[src/rtl/rs_pkg.sv]
`default_nettype none
// ============================================================================
// Module      : rs_pkg
// Description : Shared types, widths and CDB tag compare for the reservation
//               stations (ALU, MEM, MUL, DIV).
// Revision    : 1.0 - initial release
// ============================================================================
package rs_pkg;

    localparam int XLEN      = 32;  // operand/result width
    localparam int TAG_W     = 4;   // ROB/destination tag width
    localparam int CDB_TAG_W = 8;   // CDB tag width
    localparam int OP_W      = 4;   // ALU operation code width

    // One source operand: ready flag, captured value, producer tag
    typedef struct packed {
        logic              rdy;
        logic [XLEN-1:0]   val;
        logic [TAG_W-1:0]  tag;
    } rs_src_t;

    // One station entry
    typedef struct packed {
        logic              valid;
        logic [OP_W-1:0]   op;
        logic [TAG_W-1:0]  dst;
        rs_src_t           src1;
        rs_src_t           src2;
    } rs_entry_t;

    // A CDB tag matches only when its bits above TAG_W are all zero
    function automatic logic tag_match(input logic [CDB_TAG_W-1:0] cdb_tag,
                                       input logic [TAG_W-1:0]     tag);
        return (cdb_tag[CDB_TAG_W-1:TAG_W] == '0) && (cdb_tag[TAG_W-1:0] == tag);
    endfunction

endpackage
`default_nettype wire

[src/rtl/rs_age_select.sv]
`default_nettype none
// ============================================================================
// Module      : rs_age_select
// Description : Oldest-first one-hot select over an age matrix.
//               older_i[i][j]=1 means entry i is older than entry j.
//               Purely combinational.
// Revision    : 1.0 - initial release
// ============================================================================
module rs_age_select #(
    parameter int NUM_ENTRIES = 4
) (
    input  logic [NUM_ENTRIES-1:0]                  eligible_i,
    input  logic [NUM_ENTRIES-1:0][NUM_ENTRIES-1:0] older_i,
    output logic [NUM_ENTRIES-1:0]                  grant_o,
    output logic                                    any_grant_o
);

    for (genvar gi = 0; gi < NUM_ENTRIES; gi++) begin : g_grant
        logic w_blocked;

        // Entry gi loses if any other eligible entry is older than it
        always_comb begin
            w_blocked = 1'b0;
            for (int j = 0; j < NUM_ENTRIES; j++) begin
                if (j != gi && eligible_i[j] && older_i[j][gi]) begin
                    w_blocked = 1'b1;
                end
            end
        end

        assign grant_o[gi] = eligible_i[gi] && !w_blocked;
    end

    assign any_grant_o = |grant_o;

endmodule
`default_nettype wire

[src/rtl/alu_reservation_station.sv]
`default_nettype none
// ============================================================================
// Module      : alu_reservation_station
// Description : Integer ALU reservation station. Holds renamed ops until both
//               sources are ready (CDB snoop + dispatch-time bypass) and issues
//               at most one op per cycle, oldest first, on registered outputs.
//               Operand and tag widths come from rs_pkg (XLEN, TAG_W).
// Revision    : 1.0 - initial release
// ============================================================================
module alu_reservation_station
    import rs_pkg::*;
#(
    parameter int NUM_ENTRIES = 4
) (
    input  logic                               clk,
    input  logic                               rst_n,
    input  logic                               flush_i,
    input  logic                               dispatch_valid_i,
    output logic                               dispatch_ready_o,
    input  logic [OP_W-1:0]                    dispatch_op_i,
    input  logic [TAG_W-1:0]                   dispatch_tag_i,
    input  logic                               dispatch_src1_ready_i,
    input  logic [XLEN-1:0]                    dispatch_src1_value_i,
    input  logic [TAG_W-1:0]                   dispatch_src1_tag_i,
    input  logic                               dispatch_src2_ready_i,
    input  logic [XLEN-1:0]                    dispatch_src2_value_i,
    input  logic [TAG_W-1:0]                   dispatch_src2_tag_i,
    input  logic                               cdb_valid_i,
    input  logic [CDB_TAG_W-1:0]               cdb_tag_i,
    input  logic [XLEN-1:0]                    cdb_result_i,
    output logic                               alu_valid_o,
    output logic [XLEN-1:0]                    alu_op1_o,
    output logic [XLEN-1:0]                    alu_op2_o,
    output logic [OP_W-1:0]                    alu_operation_o,
    output logic [TAG_W-1:0]                   alu_tag_o,
    output logic [$clog2(NUM_ENTRIES+1)-1:0]   occupancy_o
);

    localparam int CNT_W = $clog2(NUM_ENTRIES + 1);
    localparam int IDX_W = $clog2(NUM_ENTRIES);

    rs_entry_t                              entries_q [NUM_ENTRIES];
    rs_entry_t                              entries_d [NUM_ENTRIES];
    logic [NUM_ENTRIES-1:0][NUM_ENTRIES-1:0] older_q, older_d;
    logic [CNT_W-1:0]                       occ_q, occ_d;
    logic                                   alu_valid_q, alu_valid_d;
    logic [XLEN-1:0]                        alu_op1_q, alu_op1_d;
    logic [XLEN-1:0]                        alu_op2_q, alu_op2_d;
    logic [OP_W-1:0]                        alu_operation_q, alu_operation_d;
    logic [TAG_W-1:0]                       alu_tag_q, alu_tag_d;

    logic [NUM_ENTRIES-1:0]                 w_eligible;
    logic [NUM_ENTRIES-1:0]                 w_grant;
    logic                                   w_any_grant;
    logic                                   w_dispatch_fire;
    logic [IDX_W-1:0]                       w_free_idx;
    rs_entry_t                              w_new_entry;

    // Ready is based on registered occupancy only; same-cycle frees don't count
    assign dispatch_ready_o = (occ_q < CNT_W'(NUM_ENTRIES));
    assign w_dispatch_fire  = dispatch_valid_i && dispatch_ready_o;

    for (genvar gi = 0; gi < NUM_ENTRIES; gi++) begin : g_eligible
        assign w_eligible[gi] = entries_q[gi].valid && entries_q[gi].src1.rdy
                                && entries_q[gi].src2.rdy;
    end

    rs_age_select #(
        .NUM_ENTRIES (NUM_ENTRIES)
    ) u_age_select (
        .eligible_i  (w_eligible),
        .older_i     (older_q),
        .grant_o     (w_grant),
        .any_grant_o (w_any_grant)
    );

    // Lowest-index free slot, from registered valid bits
    always_comb begin
        w_free_idx = '0;
        for (int i = NUM_ENTRIES - 1; i >= 0; i--) begin
            if (!entries_q[i].valid) begin
                w_free_idx = IDX_W'(i);
            end
        end
    end

    // Build the incoming entry, capturing a matching CDB broadcast as a bypass
    always_comb begin
        w_new_entry          = '0;
        w_new_entry.valid    = 1'b1;
        w_new_entry.op       = dispatch_op_i;
        w_new_entry.dst      = dispatch_tag_i;
        w_new_entry.src1.tag = dispatch_src1_tag_i;
        w_new_entry.src2.tag = dispatch_src2_tag_i;
        w_new_entry.src1.rdy = dispatch_src1_ready_i;
        w_new_entry.src1.val = dispatch_src1_value_i;
        w_new_entry.src2.rdy = dispatch_src2_ready_i;
        w_new_entry.src2.val = dispatch_src2_value_i;
        if (!dispatch_src1_ready_i && cdb_valid_i && tag_match(cdb_tag_i, dispatch_src1_tag_i)) begin
            w_new_entry.src1.rdy = 1'b1;
            w_new_entry.src1.val = cdb_result_i;
        end
        if (!dispatch_src2_ready_i && cdb_valid_i && tag_match(cdb_tag_i, dispatch_src2_tag_i)) begin
            w_new_entry.src2.rdy = 1'b1;
            w_new_entry.src2.val = cdb_result_i;
        end
    end

    // Next state: wakeup, issue, dispatch, then flush overrides everything
    always_comb begin
        entries_d       = entries_q;
        older_d         = older_q;
        alu_valid_d     = 1'b0;
        alu_op1_d       = alu_op1_q;
        alu_op2_d       = alu_op2_q;
        alu_operation_d = alu_operation_q;
        alu_tag_d       = alu_tag_q;
        occ_d           = occ_q + CNT_W'(w_dispatch_fire) - CNT_W'(w_any_grant);

        for (int i = 0; i < NUM_ENTRIES; i++) begin
            if (entries_q[i].valid && cdb_valid_i) begin
                if (!entries_q[i].src1.rdy && tag_match(cdb_tag_i, entries_q[i].src1.tag)) begin
                    entries_d[i].src1.rdy = 1'b1;
                    entries_d[i].src1.val = cdb_result_i;
                end
                if (!entries_q[i].src2.rdy && tag_match(cdb_tag_i, entries_q[i].src2.tag)) begin
                    entries_d[i].src2.rdy = 1'b1;
                    entries_d[i].src2.val = cdb_result_i;
                end
            end
        end

        for (int i = 0; i < NUM_ENTRIES; i++) begin
            if (w_grant[i]) begin
                entries_d[i].valid = 1'b0;
                alu_valid_d        = 1'b1;
                alu_op1_d          = entries_q[i].src1.val;
                alu_op2_d          = entries_q[i].src2.val;
                alu_operation_d    = entries_q[i].op;
                alu_tag_d          = entries_q[i].dst;
                older_d[i]         = '0;
                for (int j = 0; j < NUM_ENTRIES; j++) begin
                    older_d[j][i] = 1'b0;
                end
            end
        end

        // New entry is youngest: every entry surviving this cycle is older
        if (w_dispatch_fire) begin
            entries_d[w_free_idx] = w_new_entry;
            older_d[w_free_idx]   = '0;
            for (int j = 0; j < NUM_ENTRIES; j++) begin
                older_d[j][w_free_idx] = entries_q[j].valid && !w_grant[j];
            end
        end

        if (flush_i) begin
            for (int i = 0; i < NUM_ENTRIES; i++) begin
                entries_d[i].valid = 1'b0;
            end
            older_d         = '0;
            occ_d           = '0;
            alu_valid_d     = 1'b0;
            alu_op1_d       = alu_op1_q;
            alu_op2_d       = alu_op2_q;
            alu_operation_d = alu_operation_q;
            alu_tag_d       = alu_tag_q;
        end
    end

    // State registers with asynchronous active-low reset
    always_ff @(posedge clk or negedge rst_n) begin
        if (!rst_n) begin
            for (int i = 0; i < NUM_ENTRIES; i++) begin
                entries_q[i] <= '0;
            end
            older_q         <= '0;
            occ_q           <= '0;
            alu_valid_q     <= 1'b0;
            alu_op1_q       <= '0;
            alu_op2_q       <= '0;
            alu_operation_q <= '0;
            alu_tag_q       <= '0;
        end else begin
            for (int i = 0; i < NUM_ENTRIES; i++) begin
                entries_q[i] <= entries_d[i];
            end
            older_q         <= older_d;
            occ_q           <= occ_d;
            alu_valid_q     <= alu_valid_d;
            alu_op1_q       <= alu_op1_d;
            alu_op2_q       <= alu_op2_d;
            alu_operation_q <= alu_operation_d;
            alu_tag_q       <= alu_tag_d;
        end
    end

    assign alu_valid_o     = alu_valid_q;
    assign alu_op1_o       = alu_op1_q;
    assign alu_op2_o       = alu_op2_q;
    assign alu_operation_o = alu_operation_q;
    assign alu_tag_o       = alu_tag_q;
    assign occupancy_o     = occ_q;

endmodule
`default_nettype wire

[config.mk]
export PLATFORM = sky130hd
export DESIGN_NAME = alu_reservation_station
export DESIGN_NICKNAME = d
export VERILOG_FILES = /design/src/rtl/rs_pkg.sv /design/src/rtl/rs_age_select.sv /design/src/rtl/alu_reservation_station.sv
export SDC_FILE = /design/constraint.sdc
export NUM_CORES = 1
export LEC_CHECK = 0
export ABC_AREA = 1
export BUFFER_PORTS_ARGS = -buffer_cell sky130_fd_sc_hd__clkbuf_2
export CAP_MARGIN = 30
export CORE_MARGIN = 1.5
export CORE_UTILIZATION = 34
export DETAILED_ROUTE_END_ITERATION = 16
export SLEW_MARGIN = 20
export SYNTH_ARGS = -nofsm -noshare
export SYNTH_HDL_FRONTEND = slang
export SYNTH_SLANG_ARGS = --single-unit
export TNS_END_PERCENT = 1
[constraint.sdc]
create_clock -name clk -period 6.1 [get_ports clk]
set_input_delay 0.915 -clock clk [delete_from_list [all_inputs] [get_ports clk]]
set_output_delay 0.915 -clock clk [all_outputs]
set_load 0.005 [all_outputs]
==> results.cfg, run 1 <==
[status]
status = finished, final reports clean

[worst_setup_path]
crit_path_frequent_cell = nand2_1
critPathLaunchType = register
cp-startpoint = entries_q[165]
cp_num_buf_inv = 2
critical_path_required_ns = 6.66
worstReg2RegEnd = alu_op1_o[1]
slowest_stage = inv_4
cp-end-kind = register
critPathMaxStageDelay_ns = 0.66
path_class = reg2reg
cp_max_fo = 43
r2r_start = entries_q[165]
crit_chain = nand3_2 > nor2_1 > nor2_1 > nand2_2 > nand2_2 > inv_4 > buf_4 > nand2_1 > nand2_1 > nand2_1 > nand2_1
reg2reg_depth = 11
crit_family = simple AND/OR/NAND/NOR gates
arrival_ns = 4.14
r2r_slack_ns = 2.52

[timing]
clock.fmax_mhz = 279
hold-worst-slack_ns = 0.304
rsz0062_at_grt = no
hold_violations = 0
drv_slew = 0
tightest_slew_ns = 1.07
clock_skew_ns = 0.0185
finalWorstPathRequiredPeriod_ns = 3.58
finalSetupViolations = 0
tns_ns = 0
post-route-period-util_pct = 58.7
slew_headroom_pct = 28.7

[die]
start_util_pct = 34.5
die_y_um = 275
dieArea_sq_mm = 0.0759
core_sq_mm = 0.0732
rows = 99
io_pins = 204
die_w_um = 275

[cells_and_area]
final_cells = 4958
fillers = 7803
multiInputGateArea_sq_mm = 0.0120
antennaDiodeCount = 0
syn2layout_area_growth_pct = 14.1
regArea_sq_mm = 0.0105
drive_above_1_share_pct = 9.75
final_nets = 4091

[drt]
drt_iter0_markers = 2771
vias = 26000
firstDrtPassIters = 7
routed_wl_mm = 104
ant_nets = 0
drc = 0
via_per_inst = 5.24
routedWlPerCell_um = 20.9

[cts]
cts_setup_buffers = 0
root_buffer = clkbuf_16
path_clk_slew_ns = 0.06
cts_tree = done
cts_buffers = 50
post_cts_resized = 0
clkSinkCount = 420
insertion_delay_ns = 0.62
ctsHoldBuffers = 0
htree_levels = 2
max-clock-path-buffers = 3

[synthesis]
yosysSeqAreaShare_pct = 41.6
syn-num-nets = 4027
synth_adder_area_share_pct = 0.178
synth_top_family_by_area = simple AND/OR/NAND/NOR gates
synth_area_sq_mm = 0.0252
synth_edf_count = 0
ys_types = 30
synth_compound_area_share_pct = 5.36
ys_ff_latch = 420
synth_mux_area_share_pct = 0
synthFlopType = dfrtp_1
synth_xor_area_share_pct = 0.174
synthArstFlopShare_pct = 100
yosysWarnings = 0
synthesis.instances = 3897
synthSimpleGateAreaFrac_pct = 41.5
avgSynthCellArea_sq_um = 6.48

[global_route]
first_global_vias = 25200
overflow = 0
grt_pass1_wl_mm = 156
grt_usage_pct = 27.2
antenna_found_initial = 1
grt_max_degree = 128

[pwr]
powerDensity_mw_per_mm2 = 385
total_leakage_power_nw = 16.2
ir_worst_vdd_mv = 0.246

[placement]
numPortBuffers = 203
hpwlAfterDp_mm = 64.0
place_inst = 4867
globalplace.congestion = 0.878

[min_path]
hold_class = in2async

[job]
cap_violations = 0
-- how the worst max path moves through the flow --
stage | endpoint | slack [ns] | depth (start not counted)
after global routing | alu_op2_o[20] | 2.33 | 9
after global placement | entries_q[47] | 2.24 | 9
after floorplan | occupancy_o[2] | 3.61 | 10
after CTS | alu_op2_o[9] | 2.56 | 9
after detailed placement | entries_q[48] | 2.15 | 9
final | alu_op1_o[1] | 2.52 | 11
-- cell usage in the layout, fill, tap and decap left out, types with 2 or more instances in the layout --
cell type / synthesis / final
a21oi_1: 130 / 130
buf_12: 0 / 4
buf_16: 0 / 6
buf_4: 13 / 46
buf_8: 0 / 3
bufinv_16: 0 / 5
clkbuf_1: 122 / 8
clkbuf_16: 0 / 51
clkbuf_2: 0 / 202
clkbuf_8: 0 / 16
clkinv_1: 5 / 2
clkinv_2: 0 / 10
dfrtp_1: 420 / 420
ha_1: 2 / 2
inv_1: 434 / 434
inv_2: 6 / 7
nand2_1: 1654 / 1650
nand2_2: 2 / 3
nand2_4: 0 / 3
nand3_1: 521 / 520
nand3_2: 4 / 4
nand4_1: 114 / 114
nand4_2: 3 / 3
nor2_1: 192 / 183
nor2_2: 7 / 10
nor2_4: 5 / 11
o21ai_0: 95 / 95
o21ai_1: 40 / 40
o22ai_1: 3 / 3
xnor2_1: 2 / 2
xor2_1: 3 / 3
-- metal layers --
| layer | track usage (%) | vias up | part of all wire, % |
|---|---|---|---|
| met5 | 0 | - | 0.013 |
| met4 | 11.8 | 2 | 4.1 |
| met3 | 6.06 | 259 | 10 |
| met2 | 42.0 | 1385 | 44 |
| met1 | 36.5 | 12000 | 42 |
| li1 | - | 12300 | - |
-- metrics by stage --
stage	utilization [%]	setup slack, ns	total power (W)	area, sq um
CTS	39.3	2.56	0.0111	28800
global placement	36.6	2.24	0.00776	26800
floorplan	-	3.61	0.00656	25200
global route	39.3	2.33	0.0119	28800
detailed placement	36.9	2.15	0.00784	27000
finish	39.3	2.52	0.0111	28800
-- worst reg2reg max path, delay by kind of cell, from the launching register on --
| kind | cells | cell delay, ns |
|---|---|---|
| flip-flops | 1 | 0.49 |
| AND/OR/NAND/NOR | 9 | 1.80 |
| buffers and inverters | 2 | 1.24 |
-- area by class of cell --
cell class / count / area share (%)
Clock buffer: 75 / 5.30
Clock inverter: 15 / 0.708
Inverter: 445 / 5.82
Multi-Input combinational cell: 2782 / 41.7
Sequential cell: 420 / 36.5
Tap cell: 959 / 4.17
Timing Repair Buffer: 262 / 5.76
-- logic make-up after synthesis --
family / count (synthesis)
flip-flops: 420
buffers and inverters: 695
AO/OA/AOI/OAI: 269
AND/OR/NAND/NOR: 2505
XOR/XNOR: 5
adder cells (fa/ha/maj): 3
-- report_power, final --
part           total (W)  switching, W  internal [W]  leakage, nW
clock network    0.00322       0.00129       0.00193        0.863
registers        0.00435      0.000565       0.00379         4.81
logic            0.00351       0.00229       0.00122         10.5
total             0.0111       0.00415       0.00693         16.2
-- cell usage after synthesis (5+ instances only) --
library cell  count  area [sq um]
nand4_1         114           713
nor2_1          192           721
dfrtp_1         420         10500
o21ai_0          95           475
clkinv_1          5          18.8
o21ai_1          40           200
buf_1             9          33.8
nand2_1        1654          6210
nor2_2            7          43.8
clkbuf_1        122           458
nor2_4            5          56.3
inv_2             6          22.5
inv_1           434          1630
buf_4            13          97.6
a21oi_1         130           651
nand3_1         521          2610
buf_2           102           510
Power figures use the tool's default switching activity.
==> inputs of run 2 (changes only) <==
--- a/config.mk
+++ b/config.mk
@@ -5,7 +5,7 @@
 export SDC_FILE = /design/constraint.sdc
 export NUM_CORES = 1
 export LEC_CHECK = 0
-export ABC_AREA = 1
+export ABC_AREA = 0
 export BUFFER_PORTS_ARGS = -buffer_cell sky130_fd_sc_hd__clkbuf_2
 export CAP_MARGIN = 30
 export CORE_MARGIN = 1.5
==> constraint.sdc (replaced) <==
create_clock -name clk -period 3.35 [get_ports clk]
set_input_delay 0.5025 -clock clk [delete_from_list [all_inputs] [get_ports clk]]
set_output_delay 0.5025 -clock clk [all_outputs]
set_load 0.005 [all_outputs]
==> run 2 against run 1 <==
Final cell count decreased by 38%. Utilization up 1.1 points. Via count is 30% lower. Sequential cell count unchanged. Maximum frequency rose by 28%. Synthesized cell count is 45% lower. Die area down 17%. Clock skew is 0.011 ns higher. Worst setup slack lost 2.0 ns. Non-clock buffer count grew 2. Critical path type unchanged.
==> results.cfg, run 2 <==
[min_path]
hold_start = dispatch_tag_i[3]
hold_class = in2reg

[synthesis]
ys_types = 55
synth_top_area_share_pct = 50.2
synth_edf_count = 0
netlist_top_cells_count = dfrtp_1 (420), nand2_1 (339), inv_1 (137)
ys_ff_latch = 420
syn-num-nets = 2281
avgSynthCellArea_sq_um = 9.72
synth_area_sq_mm = 0.0209
synth.largest_area_cell = dfrtp_1
synthFlopType = dfrtp_1
yosysWarnings = 0
synthArstFlopShare_pct = 100
synthesis.instances = 2151
synth.top_cells.by_area = dfrtp_1 (50%), o221a_2 (6.9%), nand2_1 (6.1%)
yosysSeqAreaShare_pct = 50.2
yosysMostFrequentCell = dfrtp_1

[worst_setup_path]
r2r_start = entries_q[248]
arrival_ns = 3.30
cp-end-kind = register
path_class = reg2reg
critical_path_required_ns = 3.85
cp_max_fo = 40
critPathLaunchType = register
cp-startpoint = entries_q[248]

[drt]
maxUsedRoutingLayer = met5
drc = 0
via_per_inst = 5.88
firstDrtPassIters = 8
wl_met1_mm = 30.9
routed_wl_mm = 74.8
wl_met2_mm = 35.2
routedWlPerCell_um = 24.2
ant_nets = 0
wl_met3_mm = 5.99
vias = 18200
drt_iter0_markers = 1608

[cts]
max-clock-path-buffers = 3
htree_levels = 2
cts_setup_buffers = 0
insertion_delay_ns = 0.59
cts_buffers = 46
ctsHoldBuffers = 1
root_buffer = clkbuf_16
clkSinkCount = 420
cts_tree = done
path_clk_slew_ns = 0.07
post_cts_resized = 0

[timing]
tightest_slew_ns = 1.05
post-route-period-util_pct = 83.5
clock_skew_ns = 0.0296
finalSetupViolations = 0
slew_headroom_pct = 29.9
tns_ns = 0
rsz0062_at_grt = no
hold_violations = 0
drv_slew = 0
clock.fmax_mhz = 357
worst_slack_ns = 0.552
finalWorstPathRequiredPeriod_ns = 2.80

[die]
start_util_pct = 34.5
rows = 90
dieArea_sq_mm = 0.0630
io_pins = 204
core_sq_mm = 0.0606
die_w_um = 251
die_y_um = 251

[placement]
postPlaceCellArea_sq_mm = 0.0229
globalplace.congestion = 0.840
place_ws_ns = 0.481
hpwlAfterDp_mm = 45.4
numPortBuffers = 203
place_inst = 3009

[cells_and_area]
final_nets = 2406
layout_common_cells = dfrtp_1 (420), nand2_1 (339), clkbuf_2 (202)
finalInstanceArea_sq_mm = 0.0245
utilization_pct = 40.5
drive_above_1_share_pct = 23.4
fillers = 5942
syn2layout_area_growth_pct = 17.2
final_common_cell = dfrtp_1
final_cells = 3096

[global_route]
antenna_found_initial = 13
grt_pass1_wl_mm = 115
grt_max_degree = 146
first_global_vias = 18600
overflow = 0
grt_usage_pct = 23.5

[job]
cap_violations = 0

[pwr]
total_leakage_power_nw = 11.4
powerDensity_mw_per_mm2 = 736
ir_worst_vdd_mv = 0.325

[status]
status = finished, final reports clean
-- run 2: cell count changes after synthesis, sizes merged, moves of 44 or more --
| cell | change |
|---|---|
| a21o | +74 |
| a21oi | -44 |
| a31oi | +77 |
| nand2b | +67 |
| a221oi | +96 |
| nor2 | -114 |
| inv | -303 |
| nand3 | -519 |
| nand4 | -95 |
| nor3 | +106 |
| nand2 | -1316 |
| o221a | +128 |
-- run 2: layer usage --
layer / vias to the layer above / GRT usage (%)
met3: 178 / 6.03
met5: - / 0
met4: 18 / 9.45
li1: 7982 / -
met1: 9229 / 29.9
met2: 786 / 38.0
-- run 2: metrics by stage --
stage | hold WS, ns | power, W
global route | 0.149 | 0.0190
finish | 0.158 | 0.0180
floorplan | 0.207 | 0.0108
CTS | 0.127 | 0.0181
global placement | 0.452 | 0.0126
detailed placement | 0.462 | 0.0128
-- run 2: cell families after synthesis --
logic type	after synthesis	synth area share, %
xor gates and xnor gates	42	1.76
buffers and inverters	324	6.79
AOI/OAI and AO/OA	664	25.5
adders and majority gates	3	0.215
and+or+nand+nor	698	15.5
DFF	420	50.2
-- run 2: power breakdown --
part	switching (W)	total (W)	internal, W
registers	0.00114	0.00796	0.00682
logic	0.00230	0.00477	0.00247
clock network	0.00215	0.00529	0.00314
-- run 2: path summary, 6_finish.rpt --
kind / to / cells after the start / slack (ns)
max in group asynchronous: entries_q[34] / 3 / 1.89
min: register / 3 / 0.16
min reg2reg: register / 2 / 0.47
max reg2reg: alu_op2_o[20] / 7 / 0.55
min in group asynchronous: asynchronous set/reset pin / 2 / 0.51
max: alu_op2_o[20] / 7 / 0.55
-- run 2: cell type report --
| type | instances | area, sq um | area share, % |
|---|---|---|---|
| sequential | 420 | 10500 | 42.9 |
| tap | 782 | 978 | 3.99 |
| timing repair buffer | 264 | 1740 | 7.12 |
| inverter | 137 | 514 | 2.10 |
| antenna | 4 | 10.0 | 0.0408 |
| clock buffer | 69 | 1380 | 5.62 |
| multi-input combinational | 1407 | 9190 | 37.5 |
| clock inverter | 13 | 184 | 0.750 |
-- run 2: worst max-delay path, cell delays in order, from the launching register on --
cell and delay [ns]:
dfrtp_1 0.64, nand4_1 0.20, nand4_1 0.17, buf_4 0.50, buf_4 0.59, o21ai_0 0.19, a21o_1 0.24, a31oi_1 0.15
